==> src/rtl/alu_arb_seq.sv <==
// alu_arb_seq: accepts one operation at a time from two requesters, runs it on the shared 8-bit ALU,
// and returns the captured result. Macro ALU_ARB_RR_EN selects round-robin; default is fixed priority (req0 first).
module alu_arb_seq #(
  parameter int unsigned LAT = 1
) (
  input  logic       clk,
  input  logic       rst_n,
  input  logic       req0,
  input  logic       req1,
  input  logic [3:0] op0,
  input  logic [3:0] op1,
  input  logic [7:0] a0,
  input  logic [7:0] b0,
  input  logic [7:0] a1,
  input  logic [7:0] b1,
  output logic       gnt0,
  output logic       gnt1,
  output logic       done0,
  output logic       done1,
  output logic [7:0] result,
  output logic       err,
  output logic       busy,
  output logic [7:0] alu_a,
  output logic [7:0] alu_b,
  output logic [1:0] alu_sel,
  output logic [1:0] alu_fn,
  input  logic [7:0] alu_res
);

  typedef enum logic [1:0] {IDLE, EXEC, DONE} state_t;

  localparam logic [3:0] CNT_INIT = 4'(LAT - 1);

  state_t     state_q;
  logic [3:0] cnt_q;
  logic       owner_q;
  logic       illegal_q;
  logic       gnt0_q, gnt1_q, done0_q, done1_q, err_q;
  logic [7:0] result_q;
  logic [7:0] alu_a_q, alu_b_q;
  logic [1:0] alu_sel_q, alu_fn_q;

  logic       pick1_d;
  logic [3:0] op_d;
  logic [7:0] a_d, b_d;
  logic       illegal_d;

`ifdef ALU_ARB_RR_EN
  logic last_q;

  // On a tie the requester that was not granted last wins.
  always_comb begin
    pick1_d = 1'b0;
    if (req0 && req1) begin
      pick1_d = ~last_q;
    end else begin
      pick1_d = req1;
    end
  end
`else
  always_comb begin
    pick1_d = 1'b0;
    pick1_d = !req0 && req1;
  end
`endif

  assign op_d      = pick1_d ? op1 : op0;
  assign a_d       = pick1_d ? a1  : a0;
  assign b_d       = pick1_d ? b1  : b0;
  assign illegal_d = (op_d[3:2] == 2'b11);

  // Single FSM: every output is a register so the ALU and requesters see glitch-free levels.
  always_ff @(posedge clk or negedge rst_n) begin
    if (!rst_n) begin
      state_q   <= IDLE;
      cnt_q     <= 4'd0;
      owner_q   <= 1'b0;
      illegal_q <= 1'b0;
      gnt0_q    <= 1'b0;
      gnt1_q    <= 1'b0;
      done0_q   <= 1'b0;
      done1_q   <= 1'b0;
      err_q     <= 1'b0;
      result_q  <= 8'h00;
      alu_a_q   <= 8'h00;
      alu_b_q   <= 8'h00;
      alu_sel_q <= 2'b00;
      alu_fn_q  <= 2'b00;
`ifdef ALU_ARB_RR_EN
      last_q    <= 1'b1;
`endif
    end else begin
      gnt0_q  <= 1'b0;
      gnt1_q  <= 1'b0;
      done0_q <= 1'b0;
      done1_q <= 1'b0;
      err_q   <= 1'b0;
      case (state_q)
        IDLE: begin
          if (req0 || req1) begin
            gnt0_q    <= !pick1_d;
            gnt1_q    <= pick1_d;
            owner_q   <= pick1_d;
            illegal_q <= illegal_d;
            alu_a_q   <= a_d;
            alu_b_q   <= b_d;
            alu_sel_q <= illegal_d ? 2'b00 : op_d[3:2];
            alu_fn_q  <= illegal_d ? 2'b00 : op_d[1:0];
            cnt_q     <= CNT_INIT;
            state_q   <= EXEC;
          end
        end
        EXEC: begin
          if (cnt_q == 4'd0) begin
            result_q  <= illegal_q ? 8'h00 : alu_res;
            done0_q   <= !owner_q;
            done1_q   <= owner_q;
            err_q     <= illegal_q;
            alu_a_q   <= 8'h00;
            alu_b_q   <= 8'h00;
            alu_sel_q <= 2'b00;
            alu_fn_q  <= 2'b00;
            state_q   <= DONE;
          end else begin
            cnt_q <= cnt_q - 4'd1;
          end
        end
        DONE: begin
`ifdef ALU_ARB_RR_EN
          last_q  <= owner_q;
`endif
          state_q <= IDLE;
        end
        default: state_q <= IDLE;
      endcase
    end
  end

  assign gnt0    = gnt0_q;
  assign gnt1    = gnt1_q;
  assign done0   = done0_q;
  assign done1   = done1_q;
  assign err     = err_q;
  assign result  = result_q;
  assign busy    = (state_q != IDLE);
  assign alu_a   = alu_a_q;
  assign alu_b   = alu_b_q;
  assign alu_sel = alu_sel_q;
  assign alu_fn  = alu_fn_q;

endmodule

==> config.mk <==
export PLATFORM = sky130hd
export DESIGN_NAME = alu_arb_seq
export DESIGN_NICKNAME = d
export VERILOG_FILES = /design/src/rtl/alu_arb_seq.sv
export SDC_FILE = /design/constraint.sdc
export NUM_CORES = 1
export LEC_CHECK = 0
export BUFFER_PORTS_ARGS = -buffer_cell sky130_fd_sc_hd__buf_2
export CAP_MARGIN = 25
export CELL_PAD_IN_SITES_DETAIL_PLACEMENT = 0
export CELL_PAD_IN_SITES_GLOBAL_PLACEMENT = 1
export CORE_UTILIZATION = 36
export DETAILED_ROUTE_END_ITERATION = 16
export GPL_ROUTABILITY_DRIVEN = 1
export PLACE_DENSITY = 0.83
export RECOVER_POWER = 25
export SETUP_SLACK_MARGIN = 0.05
export SYNTH_ARGS = -nofsm -noshare
export SYNTH_HDL_FRONTEND = slang
export SYNTH_SLANG_ARGS = --single-unit
==> constraint.sdc <==
create_clock -name clk -period 4.3 [get_ports clk]
set_input_delay 0.86 -clock clk [delete_from_list [all_inputs] [get_ports clk]]
set_output_delay 0.86 -clock clk [all_outputs]
set_load 0.005 [all_outputs]
==> results of run 1 <==
[through the flow]
step           instances  cell area [sq um]    util  hold WS (ns)  worst slack, ns
2_1_floorplan        197               1842       -        0.4181            2.321
3_3_place_gp         338               2292  0.4758        0.4586            1.922
3_5_place_dp         338               2292  0.4758        0.4653            1.915
4_1_cts              346               2409  0.5000        0.4700            2.001
5_1_grt              346               2406  0.4995        0.4857            1.368
6_report             346               2406  0.4995        0.4626            1.788
[synthesized netlist by cell type]
| cell | instances |
|---|---|
| buf_6 | 2 |
| clkbuf_1 | 7 |
| a32o_1 | 1 |
| o22ai_1 | 2 |
| buf_2 | 2 |
| inv_1 | 4 |
| o21ai_0 | 26 |
| a211o_1 | 1 |
| nor4_1 | 1 |
| dfrtp_1 | 41 |
| nor3b_1 | 1 |
| a22oi_1 | 4 |
| or3b_1 | 1 |
| nor2_1 | 16 |
| nor3_1 | 1 |
| nand2_1 | 47 |
| nor4b_1 | 1 |
| mux2i_1 | 8 |
| nand3_1 | 4 |
| a21oi_1 | 9 |
| nor2b_1 | 3 |
| ha_1 | 2 |
| and3_1 | 1 |
| and2_1 | 1 |
| o31ai_1 | 6 |
| clkinv_1 | 1 |
| o21a_1 | 1 |
| a21o_1 | 1 |
| nand2b_1 | 2 |
[worst max-delay path, stage by stage]
cell      delay, ns
clkbuf_1       0.75
nor3_1         0.14
a211o_1        0.60
o31ai_1        0.34
[worst paths after layout]
kind                       endpoint      from  cells after the start
setup reg to reg           alu_b[4]  cnt_q[0]                      5
setup / recovery           alu_b[4]      req0                      4
hold / removal                done0   owner_q                      1
hold reg to reg               done0   owner_q                      1
max in group asynchronous  cnt_q[0]     rst_n                      1
min in group asynchronous  alu_a[7]     rst_n                      1
[logic make-up (layout without fill, tap and decap cells)]
| logic type | after synthesis | count (layout) |
|---|---|---|
| AO/OA/AOI/OAI | 51 | 51 |
| adder cells (fa/ha/maj) | 2 | 2 |
| buffers and inverters | 16 | 98 |
| flip-flops | 41 | 41 |
| multiplexers | 8 | 8 |
| AND/OR/NAND/NOR | 79 | 79 |
[state kept, by name (all words and copies together), names as in the netlist]
register / count
alu_a: 8
alu_b: 8
result: 8
cnt_q: 4
alu_fn: 2
alu_sel: 2
state_q: 2
done0: 1
done1: 1
err: 1
gnt0: 1
gnt1: 1
illegal_q: 1
owner_q: 1
[power groups by stage]
stage	registers (mW)	clock network [mW]	logic (mW)
4_1_cts	0.611	0.328	0.572
3_3_place_gp	0.616	0	0.563
6_report	0.609	0.316	0.558
2_1_floorplan	0.627	0	0.359
3_5_place_dp	0.619	0	0.571
5_1_grt	0.633	0.339	0.651
[layout make-up]
| cell class | instances | area (sq um) | area share |
|---|---|---|---|
| Timing Repair Buffer | 85 | 422.9 | 0.1758 |
| Sequential cell | 41 | 1026 | 0.4264 |
| Clock inverter | 1 | 30.03 | 0.01248 |
| Inverter | 5 | 18.77 | 0.007800 |
| Clock buffer | 7 | 86.33 | 0.03588 |
| Multi-Input combinational cell | 140 | 738.2 | 0.3068 |
| Tap cell | 67 | 83.83 | 0.03484 |
[per-layer routing]
layer	share of wire	routed length [microns]	vias up
li1	-	-	831
met1	0.43	1820	762
met2	0.48	2053	47
met3	0.056	236	11
met4	0.030	129	0
met5	0	0	-
==> metrics.cfg, run 1 <==
[cells_and_area]
fillCellCount = 520
drive_gt1_frac = 0.3226
layout_common_cells = 83 x buf_2, 47 x nand2_1, 41 x dfrtp_1
area_growth_pct = 30.64
antenna_cells = 0
layout_commonest_cell = buf_2
nets = 332

[worst_hold_path]
hold_path_class = reg2reg

[yosys]
synth_area_leaders = dfrtp_1 56%, nand2_1 9.6%, o21ai_0 7.1%
synth-seq-cells = 41
synth_adder_area_share = 0.01359
synth_top_family_by_area = simple AND/OR/NAND/NOR gates
synthMuxAreaShare = 0.04348
yosys.area.top_type = dfrtp_1
yosysTopAreaCellShare = 0.5571
ys_seq_area_frac = 0.5571
synth_cells = 197
synth_xor_xnor_area_share = 0
synth.distinct_cells = 29
syn-num-nets = 251
synth_area_per_cell_sq_um = 9.349
yosysWarnings = 0
yosys.area_share.simple = 0.1827
synth_area_sq_um = 1842
synth_compound_area_frac = 0.1610

[clock_network]
cts_setup_buffers = 0
cts_buffer_depth = 2
cts_resized = 0
hold_buffers = 0
htree_levels = 2
clk_pin_slew_ns = 0.08
clock_latency_ns = 0.29
clockRootBuffer = clkbuf_8
cts_buffers = 5
cts_sinks = 41
cts_tree = yes

[floorplan]
start_util = 0.3823
num_rows = 25
core-area_sq_um = 4817
io_pins = 86
dieArea_sq_um = 5406
dieHeight_microns = 73.53
fp.dieW_microns = 73.53

[power]
clkPwrFrac = 0.213
seqPwrFrac = 0.411
combPwrFrac = 0.376
ir_worst_vdd_v = 0.0003006
power_density_nw_per_um2 = 616.3
swShare = 0.3592
total_power_mw = 1.483
p_switching_uw = 532.6
power_leakage_nw = 1.288
p_int_uw = 950.1

[grt]
antenna_found_initial = 0
met3_usage = 0.03704
grt_overflow_total = 0
grt_max_degree = 42
grtUsageTotal = 0.1741
grt_pass1_vias = 1553
use_met1 = 0.2108
busiest_layer = met2
grtUsageMet2 = 0.2885
grt_pass1_wl_microns = 7086

[timing]
max_freq_ghz = 0.3980
finClkSkew_ns = 0.004009
hold_violations = 0
fin_crit_ns = 2.512
worstMarginPinSlew_ns = 2.161
setup_tns_ns = 0
period_share = 0.5843
slew_headroom = -0.4409
rsz0062_at_grt = no
setup_violations = 0
slew_viol_final = 42

[critical_path]
worst_setup_path_start_kind = input pin
crit_type = in2reg
cp_data_required_time_ns = 4.49
cp-end-kind = flip-flop
cp_data_arrival_time_ns = 2.71
crit_path_max_fanout = 27
rrSetupSlack_ns = 2.25

[detailed_routing]
vias_per_cell = 4.772
routedWlPerCell_microns = 12.25
drt_first_pass_iters = 4
initialDrtViolationCount = 52
antenna_left = 0
via_count = 1651
detail_route.drc_violations = 0
drt_wl_total_microns = 4239

[outcome]
status = complete, but fails checks
failed_checks = capacitance limit, slew limit

[run]
drv_cap = 1

[placed_design]
port_buffers = 85
finalWeightedCongestion = 0.7618
dp_hpwl_microns = 3114

(Power assumes the default switching activity.)
==> run 2: changes to the inputs <==
--- a/config.mk
+++ b/config.mk
@@ -5,14 +5,15 @@
 export SDC_FILE = /design/constraint.sdc
 export NUM_CORES = 1
 export LEC_CHECK = 0
+export ABC_AREA = 1
 export BUFFER_PORTS_ARGS = -buffer_cell sky130_fd_sc_hd__buf_2
 export CAP_MARGIN = 25
 export CELL_PAD_IN_SITES_DETAIL_PLACEMENT = 0
 export CELL_PAD_IN_SITES_GLOBAL_PLACEMENT = 1
-export CORE_UTILIZATION = 36
+export CORE_UTILIZATION = 33
 export DETAILED_ROUTE_END_ITERATION = 16
 export GPL_ROUTABILITY_DRIVEN = 1
-export PLACE_DENSITY = 0.83
+export PLACE_DENSITY = 0.78
 export RECOVER_POWER = 25
 export SETUP_SLACK_MARGIN = 0.05
 export SYNTH_ARGS = -nofsm -noshare
==> constraint.sdc (replaced) <==
create_clock -name clk -period 2.6 [get_ports clk]
set_input_delay 0.52 -clock clk [delete_from_list [all_inputs] [get_ports clk]]
set_output_delay 0.52 -clock clk [all_outputs]
set_load 0.005 [all_outputs]
==> run 2 against run 1 <==
- the flow now finishes without violations
- total power rose by 73%
- critical path depth rose by 2
- hold slack got worse by 0.077 ns
- synthesized cell count rose by 26%
- largest cell class unchanged
- sequential power rose by 66%
- non-clock buffer count rose by 4
- area after synthesis rose by 5.7%
- die area rose by 15%
- combinational power rose by 100%
- wire length rose by 19%
- largest power group is now combinational cells
==> metrics.cfg, run 2 <==
[power]
total_power_mw = 2.562
seqPwrFrac = 0.393
combPwrFrac = 0.446
power_leakage_nw = 1.445
clkPwrFrac = 0.160
p_int_mw = 1.491
ir_worst_vdd_v = 0.0004644
p_switching_mw = 1.070
power_density_nw_per_um2 = 1024
swShare = 0.4179

[clock_network]
clockRootBuffer = clkbuf_8
htree_levels = 2
clock_latency_ns = 0.29
clk_pin_slew_ns = 0.08
hold_buffers = 0
cts_buffer_depth = 2
cts_sinks = 41
cts_buffers = 5
cts_resized = 0
cts_tree = yes
cts_setup_buffers = 0

[yosys]
synth_enable_flop_cells = 0
synth.distinct_cells = 21
ys_seq_area_frac = 0.5270
yosysMostFrequentCell = nand2_1
ys_top_cells_by_count = 109 x nand2_1, 41 x dfrtp_1, 26 x nand3_1
synth_area_leaders = dfrtp_1 53%, nand2_1 21%, nand3_1 6.7%
yosys.area.top_type = dfrtp_1
synth_area_sq_um = 1947
synth-seq-cells = 41
syn-num-nets = 303
synth_area_per_cell_sq_um = 7.819
synth_top_flop_cell = dfrtp_1
yosysTopAreaCellShare = 0.5270
yosysWarnings = 0
ys_async_sr_fraction = 1.000
synth_cells = 249

[grt]
grt_pass1_vias = 1809
grt_overflow_total = 0
grtUsageTotal = 0.1768
grt_max_degree = 42
antenna_found_initial = 0
grt_pass1_wl_microns = 8459

[worst_hold_path]
hold_path_class = in2async

[timing]
hold_violations = 0
worstMarginPinSlew_ns = 1.010
fin_crit_ns = 1.807
setup_violations = 0
setup_slack_ns = 0.7929
max_freq_ghz = 0.5534
rsz0062_at_grt = no
setup_tns_ns = 0
period_share = 0.6950
slew_headroom = 0.3270
finClkSkew_ns = 0.005584
slew_viol_final = 0

[critical_path]
cp-end-kind = flip-flop
crit_type = reg2reg
cp_data_required_time_ns = 2.84
crit_path_max_fanout = 21
cp_data_arrival_time_ns = 2.04
worst_setup_path_start_kind = flip-flop

[placed_design]
finalWeightedCongestion = 0.8229
dp_hpwl_microns = 3636
place_ws_ns = 0.6199
placed_area_sq_um = 2420
port_buffers = 85

[floorplan]
dieHeight_microns = 78.81
io_pins = 86
core-area_sq_um = 5608
num_rows = 27
dieArea_sq_um = 6211
fp.dieW_microns = 78.81
start_util = 0.3472

[cells_and_area]
layout_common_cells = 109 x nand2_1, 84 x buf_2, 41 x dfrtp_1
area_growth_pct = 28.53
drive_gt1_frac = 0.3063
seqCellArea_sq_um = 1026
multi_input_area_sq_um = 810.8
antenna_cells = 0
nets = 386
postLayoutCellArea_sq_um = 2502
fillCellCount = 595
layout_commonest_cell = nand2_1
final_util = 0.4462

[detailed_routing]
vias_per_cell = 4.627
detail_route.drc_violations = 0
drt_first_pass_iters = 4
routedWlPerCell_microns = 12.48
initialDrtViolationCount = 96
drt_wl_total_microns = 5053
antenna_left = 0
via_count = 1874

[outcome]
status = completed

[run]
drv_cap = 0

## run 2: cell types whose count changed after synthesis, moves of 4 or more
| cell | before | now |
|---|---|---|
| a22oi_1 | 4 | 0 |
| a21oi_1 | 9 | 18 |
| mux2i_1 | 8 | 0 |
| o21ai_0 | 26 | 9 |
| buf_4 | 0 | 4 |
| clkbuf_1 | 7 | 2 |
| nor2_1 | 16 | 10 |
| nand3_1 | 4 | 26 |
| o31ai_1 | 6 | 0 |
| nand2_1 | 47 | 109 |
| buf_2 | 2 | 7 |
## run 2: kinds of logic (layout without fill, tap and decap cells)
kind of cell / count (synthesis) / in the layout / share of synthesized area
xor+xnor: 1 / 1 / 0.004500
buf+inv: 23 / 107 / 0.05656
simple gates: 150 / 150 / 0.3123
fa+ha+maj: 2 / 2 / 0.01285
compound gates: 32 / 32 / 0.08676
flops: 41 / 41 / 0.5270
## run 2: power by group through the flow
stage / Sequential, mW / Clock [mW] / Combinational (mW)
6_report: 1.01 / 0.411 / 1.14
5_1_grt: 1.03 / 0.458 / 1.34
4_1_cts: 1.01 / 0.429 / 1.17
3_5_place_dp: 1.02 / 0 / 1.17
3_3_place_gp: 1.02 / 0 / 1.16
2_1_floorplan: 1.03 / 0 / 0.745
## run 2: worst max-delay path, cell delays in order (launching register included)
cell,delay (ns)
dfrtp_1,0.41
nor2_2,0.12
clkbuf_1,0.68
nand2_1,0.17
nand2_1,0.18
nand3_1,0.09
nand2_1,0.09
## run 2: through the flow
stage                     std cells  hold WS, ns
after floorplan                 249       0.2244
after global placement          397       0.4129
after detailed placement        397       0.4137
after CTS                       405       0.3902
after global routing            405       0.4399
final                           405       0.3854
## run 2: layout make-up
type                            count  share of cell area
Clock inverter                      3            0.007000
Timing Repair Buffer               89              0.1805
Sequential cell                    41              0.4100
Multi-Input combinational cell    185              0.3240
Inverter                           10             0.01500
Clock buffer                        5             0.02750
Tap cell                           72             0.03600
## run 2: final timing paths
kind	to	startpoint	slack, ns	cells after the start
max	cnt_q[2]	state_q[1]	0.79	6
min	alu_b[2]	rst_n	0.39	1
max reg2reg	cnt_q[2]	state_q[1]	0.79	6
min reg2reg	done0	owner_q	0.42	1
max in group asynchronous	alu_a[2]	rst_n	1.59	1
min in group clk	done0	owner_q	0.42	1
## run 2: per-layer routing
layer	part of all wire	up-vias	track usage	wire, microns
met2	0.46	59	0.2809	2310
met1	0.47	849	0.2388	2394
li1	-	961	-	-
met4	0.013	0	0.05455	66
met3	0.056	5	0.04138	282
met5	0	-	0	0
